==> config.mk <==
export PLATFORM = sky130hd
export DESIGN_NAME = fetch_stage
export DESIGN_NICKNAME = d
export VERILOG_FILES = /design/src/rtl/fetch_stage_pkg.sv /design/src/rtl/fetch_stage_pc_select.sv /design/src/rtl/fetch_stage.sv
export SDC_FILE = /design/constraint.sdc
export NUM_CORES = 1
export LEC_CHECK = 0
export BUFFER_PORTS_ARGS = -buffer_cell sky130_fd_sc_hd__buf_2
export CAP_MARGIN = 30
export CORE_UTILIZATION = 50
export CTS_CLUSTER_SIZE = 25
export DETAILED_ROUTE_END_ITERATION = 7
export GPL_TIMING_DRIVEN = 1
export PLACE_DENSITY_LB_ADDON = 0.15
export SETUP_SLACK_MARGIN = 0.4
export SLEW_MARGIN = 5
export SYNTH_ARGS = -nofsm -noshare
export SYNTH_HDL_FRONTEND = slang
export SYNTH_SLANG_ARGS = --single-unit
==> constraint.sdc <==
create_clock -name clk -period 6 [get_ports clk]
set_clock_uncertainty 0.1 [all_clocks]
set_input_delay 0.6 -clock clk [delete_from_list [all_inputs] [get_ports clk]]
set_output_delay 0.6 -clock clk [all_outputs]
set_load 0.01 [all_outputs]
==> src/rtl/fetch_stage_pkg.sv <==
// Shared types for the fetch stage: instruction-bus request/response,
// the fetch-to-decode buffer record and the fetch FSM state encoding.
package fetch_stage_pkg;

  localparam int XLEN = 64;
  localparam int ILEN = 32;

  typedef struct packed {
    logic            valid;
    logic [XLEN-1:0] addr;
  } ibus_req_t;

  typedef struct packed {
    logic            addr_ok;
    logic            data_ok;
    logic [ILEN-1:0] data;
  } ibus_resp_t;

  typedef struct packed {
    logic            valid;
    logic [XLEN-1:0] pc;
    logic [ILEN-1:0] raw_instr;
  } fetch_data_t;

  typedef enum logic [1:0] {
    S_IDLE,
    S_REQ,
    S_DROP
  } fetch_state_t;

endpackage

==> src/rtl/fetch_stage_pc_select.sv <==
// Combinational next-PC selection for the fetch stage.
// Priority: late redirect > decode jump > sequential (+4 after a fetch) > hold.
module pc_select
  import fetch_stage_pkg::*;
(
  input  logic [XLEN-1:0] i_pc,
  input  logic [XLEN-1:0] i_pc_req,
  input  logic            i_redirect_valid,
  input  logic [XLEN-1:0] i_redirect_pc,
  input  logic            i_jump_taken,
  input  logic [XLEN-1:0] i_pcsrc,
  input  logic            i_advance,
  output logic [XLEN-1:0] o_pc_next
);

  always_comb begin
    o_pc_next = i_pc;
    if (i_redirect_valid) begin
      o_pc_next = i_redirect_pc;
    end else if (i_jump_taken) begin
      o_pc_next = i_pcsrc;
    end else if (i_advance) begin
      // Wraps naturally modulo 2^64.
      o_pc_next = i_pc_req + 64'd4;
    end
  end

endmodule

==> src/rtl/fetch_stage.sv <==
// IF stage: owns the PC, issues one instruction-bus request at a time and holds
// a single fetched instruction for decode; squashes responses made stale by a redirect.
module fetch_stage
  import fetch_stage_pkg::*;
#(
  parameter logic [63:0] PC_INIT = 64'h8000_0000
) (
  input  logic        clk,
  input  logic        reset,
  output ibus_req_t   ireq,
  input  ibus_resp_t  iresp,
  output fetch_data_t dataF,
  input  logic        stallD,
  input  logic        jump,
  input  logic [63:0] pcsrc,
  input  logic        redirect_valid,
  input  logic [63:0] redirect_pc,
  output logic        stallF
);

  fetch_state_t r_state;
  logic [63:0]  r_pc;
  logic [63:0]  r_pc_req;
  fetch_data_t  r_buf;

  logic         w_consume;
  logic         w_buf_free;
  logic         w_jump_taken;
  logic         w_capture;
  logic [63:0]  w_pc_next;
  logic         w_unused_addr_ok;

  assign w_consume        = r_buf.valid && !stallD;
  assign w_buf_free       = !r_buf.valid || w_consume;
  assign w_jump_taken     = (r_state == S_IDLE) && w_consume && jump;
  assign w_capture        = (r_state == S_REQ) && iresp.data_ok && !redirect_valid;
  assign w_unused_addr_ok = iresp.addr_ok;

  pc_select u_pc_select (
    .i_pc             (r_pc),
    .i_pc_req         (r_pc_req),
    .i_redirect_valid (redirect_valid),
    .i_redirect_pc    (redirect_pc),
    .i_jump_taken     (w_jump_taken),
    .i_pcsrc          (pcsrc),
    .i_advance        (w_capture),
    .o_pc_next        (w_pc_next)
  );

  always_ff @(posedge clk) begin
    if (reset) begin
      r_state  <= S_IDLE;
      r_pc     <= PC_INIT;
      r_pc_req <= PC_INIT;
      r_buf    <= '0;
    end else begin
      r_pc <= w_pc_next;
      case (r_state)
        S_IDLE: begin
          // A redirect or taken jump costs one bubble: no request on this edge.
          if (redirect_valid || w_jump_taken) begin
            r_buf <= '0;
          end else if (w_buf_free) begin
            r_pc_req <= r_pc;
            r_buf    <= '0;
            r_state  <= S_REQ;
          end
        end
        S_REQ: begin
          if (iresp.data_ok) begin
            r_state <= S_IDLE;
            if (!redirect_valid) begin
              r_buf.valid     <= 1'b1;
              r_buf.pc        <= r_pc_req;
              r_buf.raw_instr <= iresp.data;
            end
          end else if (redirect_valid) begin
            r_state <= S_DROP;
          end
        end
        S_DROP: begin
          if (iresp.data_ok) begin
            r_state <= S_IDLE;
          end
        end
        default: r_state <= S_IDLE;
      endcase
    end
  end

  always_comb begin
    ireq       = '0;
    ireq.valid = (r_state != S_IDLE);
    ireq.addr  = r_pc_req;
  end

  assign dataF  = r_buf;
  assign stallF = (r_state != S_IDLE);

endmodule

======== Word level (Yosys, flattened, before mapping) ========
Cells that the tools add are included.
W data, S select, Z words.
cells by class
  add/sub/neg operators ................... 1
  eq/ne operators ......................... 9
  mux-type cells .......................... 14
  bitwise operators ....................... 1
  reductions and logical operators ........ 17
operator list
  kind                     number
  $mux W97                 4
  $pmux W97 S2             1
  $mux W64                 3
  $add A64 B3 Y64 const B  1
  $mux W2                  5
  $ne A2 B2 Y1 const B     5
  $reduce_and A4 Y1        2
  $pmux W2 S3              1
  $logic_and A1 B1 Y1      5
  $reduce_bool A2 Y1       2
  $logic_not A1 Y1         3
  $ne A3 B2 Y1 const B     1
  $ne A3 B3 Y1 const B     1
  $reduce_and A3 Y1        1
  $reduce_bool A3 Y1       1
  $eq A2 B1 Y1 const B     1
  $eq A2 B2 Y1 const B     1
  $logic_not A2 Y1         1
  $logic_or A1 B1 Y1       2
  $not A1 Y1               1
storage, ports and cells
  bits in registers ....................... 227
  input port bits ......................... 167
  output and inout bits ................... 163
  logic and storage cells ................. 48

======== Longest topological paths before layout ========
  depth after elaboration ................. 7
  gate-level depth with buffers ........... 10

======== Hierarchy ========
Synthesis repeated with hierarchy kept, for this count alone.
unflattened totals
  cells, all modules ...................... 1310
  area total of the unflattened synthesis .. 11288.3 um2
modules (own cells, without submodules)
  module       instances  cells each  area an instance (um2)  sequential area each (um2)
  fetch_stage  1          757         8067.7                  4544.4
  pc_select    1          553         3220.6                  0.0

======== Worst setup path after synthesis ========
Ideal clock, no wire load.
  path kind ............................... reg2reg
  start ................................... register r_pc_req[10]
  end ..................................... register r_pc[61]
  library setup time ...................... 134 ps
  arrival ................................. 2535 ps
  data required time ...................... 5766 ps
  slack ................................... 3231 ps
  cell stages (with the launch flop) ...... 11
  path through ............................ dfxtp_1 > clkbuf_1 > nand4_1 > or4_1 > buf_2 > or4_4 > buf_6 > buf_6 > o31a_1 > nor3_1 > o41ai_2
on the way
  longest elaborated chain between the ends .. 4
ends and longest elaborated chain
  what                      RTL line                     text
  start: declaration        fetch_stage.sv:23            logic [63:0] r_pc_req;
  start signal: assignment  fetch_stage.sv:64            r_pc_req <= r_pc;
  $add A64 B3 Y64           fetch_stage_pc_select.sv:24  o_pc_next = i_pc_req + 64'd4;
  $mux W64                  fetch_stage_pc_select.sv:22  end else if (i_advance) begin
  $mux W64                  fetch_stage_pc_select.sv:20  end else if (i_jump_taken) begin
  $mux W64                  fetch_stage_pc_select.sv:18  if (i_redirect_valid) begin
  end signal: assignment    fetch_stage.sv:57            r_pc <= w_pc_next;
  end: declaration          fetch_stage.sv:22            logic [63:0] r_pc;
No other way between the ends. The select of a mux whose other input is x is not followed.
A chain may end at the register's enable or synchronous reset.

======== Worst setup path after layout ========
  start ................................... register r_pc_req[2]
  end ..................................... register r_pc[26]
Same word-level chain as after synthesis.

==> flow_summary_export.csv <==
group,metric,value,unit
setup_path,r2r_slack,2.63,ns
die,boundaryPins,330,
placement,portBuffers,328,
yosys,synth_area,10600,um^2
final_layout,num-fill-cells,1917,
cts,cts_setup_buffers,0,
cts,cts_max_path_buffers,3,
yosys,ys.warnings.count,0,
cts,cts.repair.resized,0,
placement,place_congestion,0.892,
min_path,hold_class,"primary input to flip-flop",
final_layout,final_common_cell,"buf_2",
global_routing,overflow,0,
die,core,21000,um^2
min_path,min_to,"r_pc[34]$_SDFFE_PP0P_",
cts,numCtsBuffers,25,
global_routing,grt_usage,0.315,
sta,timing.fmax,297,MHz
sta,setup_viol,0,
setup_path,r2r_cells,7,
outcome,outcome,"finished clean",
setup_path,end_kind,"flip-flop",
sta,setup_tns,0,ns
detailed_routing,wire_per_inst,18.4,um
cts,cts_num_sinks,227,
detailed_routing,drc,0,
yosys,syn_inst,1393,
setup_path,r2r-end,"r_pc[26]$_SDFFE_PP0P_",
detailed_routing,finalWirelength,35.8,mm
detailed_routing,postRouteAntennaNets,0,
die,initial_core_util,0.508,
setup_path,critical_path_class,"flip-flop to flip-flop",
global_routing,grt_max_degree,98,
detailed_routing,num_vias,11300,
placement,post-place-cells,1898,
global_routing,grt_first_pass_wirelength,54.9,mm
global_routing,antenna_found_initial,2,
sta,fin_crit,3.37,ns
min_path,hp-start,"redirect_pc[34]",
yosys,ys_ff_latch,227,
global_routing,grt_pass1_vias,10300,
cts,postCtsHoldBufs,0,
setup_path,start_kind,"flip-flop",
min_path,whs_path_depth,2,
final_layout,fin_cells,1946,
detailed_routing,via_per_inst,5.83,
pwr,max-vdd-ir-drop,0.000168,V
pwr,p_per_area,271,nW/um^2
sta,tightest_slew,0.989,ns
detailed_routing,drt_iter0_drc,852,
sta,hold_viol,0,
setup_path,rr_startpoint,"r_pc_req[2]$_SDFFE_PP0P_",
yosys,async_flop_share,0,
die,rows,53,
die,dieArea,21900,um^2
setup_path,worstPathMaxFanout,8,
cts,cts_tree,"yes",
sta,relSlewSlack,0.335,
job,drv_cap,0,
yosys,synth_edf_count,0,
pwr,fin_total_pwr,3.60,mW
yosys,synthFlopType,"dfxtp_1",
sta,timing.hold.ws,0.184,ns
placement,place_hpwl,23.7,mm
sta,maxSlewViolCount,0,
setup_path,critPathArrivalTime,3.66,ns
die,die_height,148,um
die,fp.dieW,148,um
pwr,p_leak,5.73,nW
setup_path,cp_data_required_time,6.29,ns
yosys,synth_nets,1561,
cts,clk_latency,0.51,ns
final_layout,final_nets,1820,
yosys,post_synth_num_cell_types,63,
detailed_routing,dr.pass1.iters,5,
final_layout,syn2layout_area_growth,24.8,%
sta,fin_crit_sh,0.562,
final_layout,drive_above_1_share,0.248,
yosys,yosysSeqAreaShare,0.427,
final_layout,layout_common_cells,"buf_2, nand2_1, dfxtp_1, a21oi_1, nor2_1",
sta,rsz0062_at_grt,"no",
cts,htreeDepth,1,
cts,cts-root-buf,"clkbuf_16",
cts,cts.clk_slew.worst_paths,0.06,ns
yosys,syn_area_per_cell,7.64,um^2
[final cells by class]
cell class | count | area [um^2] | area share
diodes | 3 | 7.51 | 0.000565
well taps | 275 | 344 | 0.0259
clock buffers | 38 | 734 | 0.0553
multi-input cells | 1034 | 5620 | 0.423
clock inverters | 5 | 100 | 0.00754
flip-flops and latches | 227 | 4550 | 0.342
inverters | 12 | 45.0 | 0.00339
repair buffers | 352 | 1890 | 0.142
[sequential cells by signal, indices dropped and copies added (netlist names)]
signal	count
r_pc	64
dataF	97
r_pc_req	64
r_state	2
[where the power goes]
group / internal, mW / switching [mW]
sequential: 1.57 / 0.0630
combinational: 0.152 / 0.250
clock: 0.965 / 0.603
total: 2.68 / 0.916
[worst max-delay path: stages, from the launching register on]
cell and delay [ns]:
dfxtp_1 0.53, ha_1 0.29, nand3_1 0.18, or3_1 0.55
nor4_2 0.91, xor2_1 0.23, o22ai_1 0.08, a2111oi_0 0.38
[worst max-delay path by stage]
stage	slack (ns)	from	end
5_1_grt	2.51	r_pc_req[2]$_SDFFE_PP0P_	r_pc[26]$_SDFFE_PP0P_
6_report	2.63	r_pc_req[2]$_SDFFE_PP0P_	r_pc[26]$_SDFFE_PP0P_
4_1_cts	2.72	r_pc_req[2]$_SDFFE_PP0P_	r_pc[26]$_SDFFE_PP0P_
3_3_place_gp	2.42	redirect_valid	dataF[63]$_SDFFE_PP0P_
2_1_floorplan	3.23	r_pc_req[10]$_SDFFE_PP0P_	r_pc[61]$_SDFFE_PP0P_
3_5_place_dp	2.53	redirect_valid	r_pc_req[16]$_SDFFE_PP0P_
[cells by family (layout without fill, tap and decap cells)]
logic type | after synthesis | in the layout | share of synthesized area
and+or+nand+nor | 632 | 632 | 0.280
xor gates and xnor gates | 51 | 51 | 0.0420
DFF | 227 | 227 | 0.427
adders and majority gates | 1 | 1 | 0.00118
AOI/OAI and AO/OA | 348 | 348 | 0.199
other | 0 | 3 | 0
buffers and inverters | 132 | 407 | 0.0487
muxes | 2 | 2 | 0.00200
[Yosys cell counts, drive strengths merged (6+ instances only)]
library cell,number,area [um^2]
dfxtp,227,4540
o211ai,14,105
o22ai,7,43.8
xor2,22,193
o21ai,26,130
nand4,23,150
nor4,11,103
nand2,228,856
nand3,72,360
xnor2,29,254
a31oi,8,50.1
clkbuf,110,414
a211oi,34,255
and4,8,70.1
and3,73,457
buf,10,58.8
nor2,138,518
a21o,6,45.0
a21oi,199,996
a221oi,9,85.1
inv,11,41.3
nor3,40,200
o221ai,12,105
or3,18,113
[metrics by stage]
| step | worst slack (ns) | area [um^2] | utilization |
|---|---|---|---|
| 6_report | 2.63 | 13300 | 0.634 |
| 2_1_floorplan | 3.23 | 10600 | - |
| 4_1_cts | 2.72 | 13200 | 0.631 |
| 5_1_grt | 2.51 | 13300 | 0.634 |
| 3_3_place_gp | 2.42 | 12400 | 0.590 |
| 3_5_place_dp | 2.53 | 12400 | 0.591 |
[routing by layer]
layer  track usage  wire length [um]  vias to the layer above
met5             0                 0                        -
met4         0.111              1010                        0
met3        0.0531              3160                       67
met2         0.516             16600                      537
met1         0.417             15100                     5305
li1              -                 -                     5429
Power figures use the tool's default switching activity.
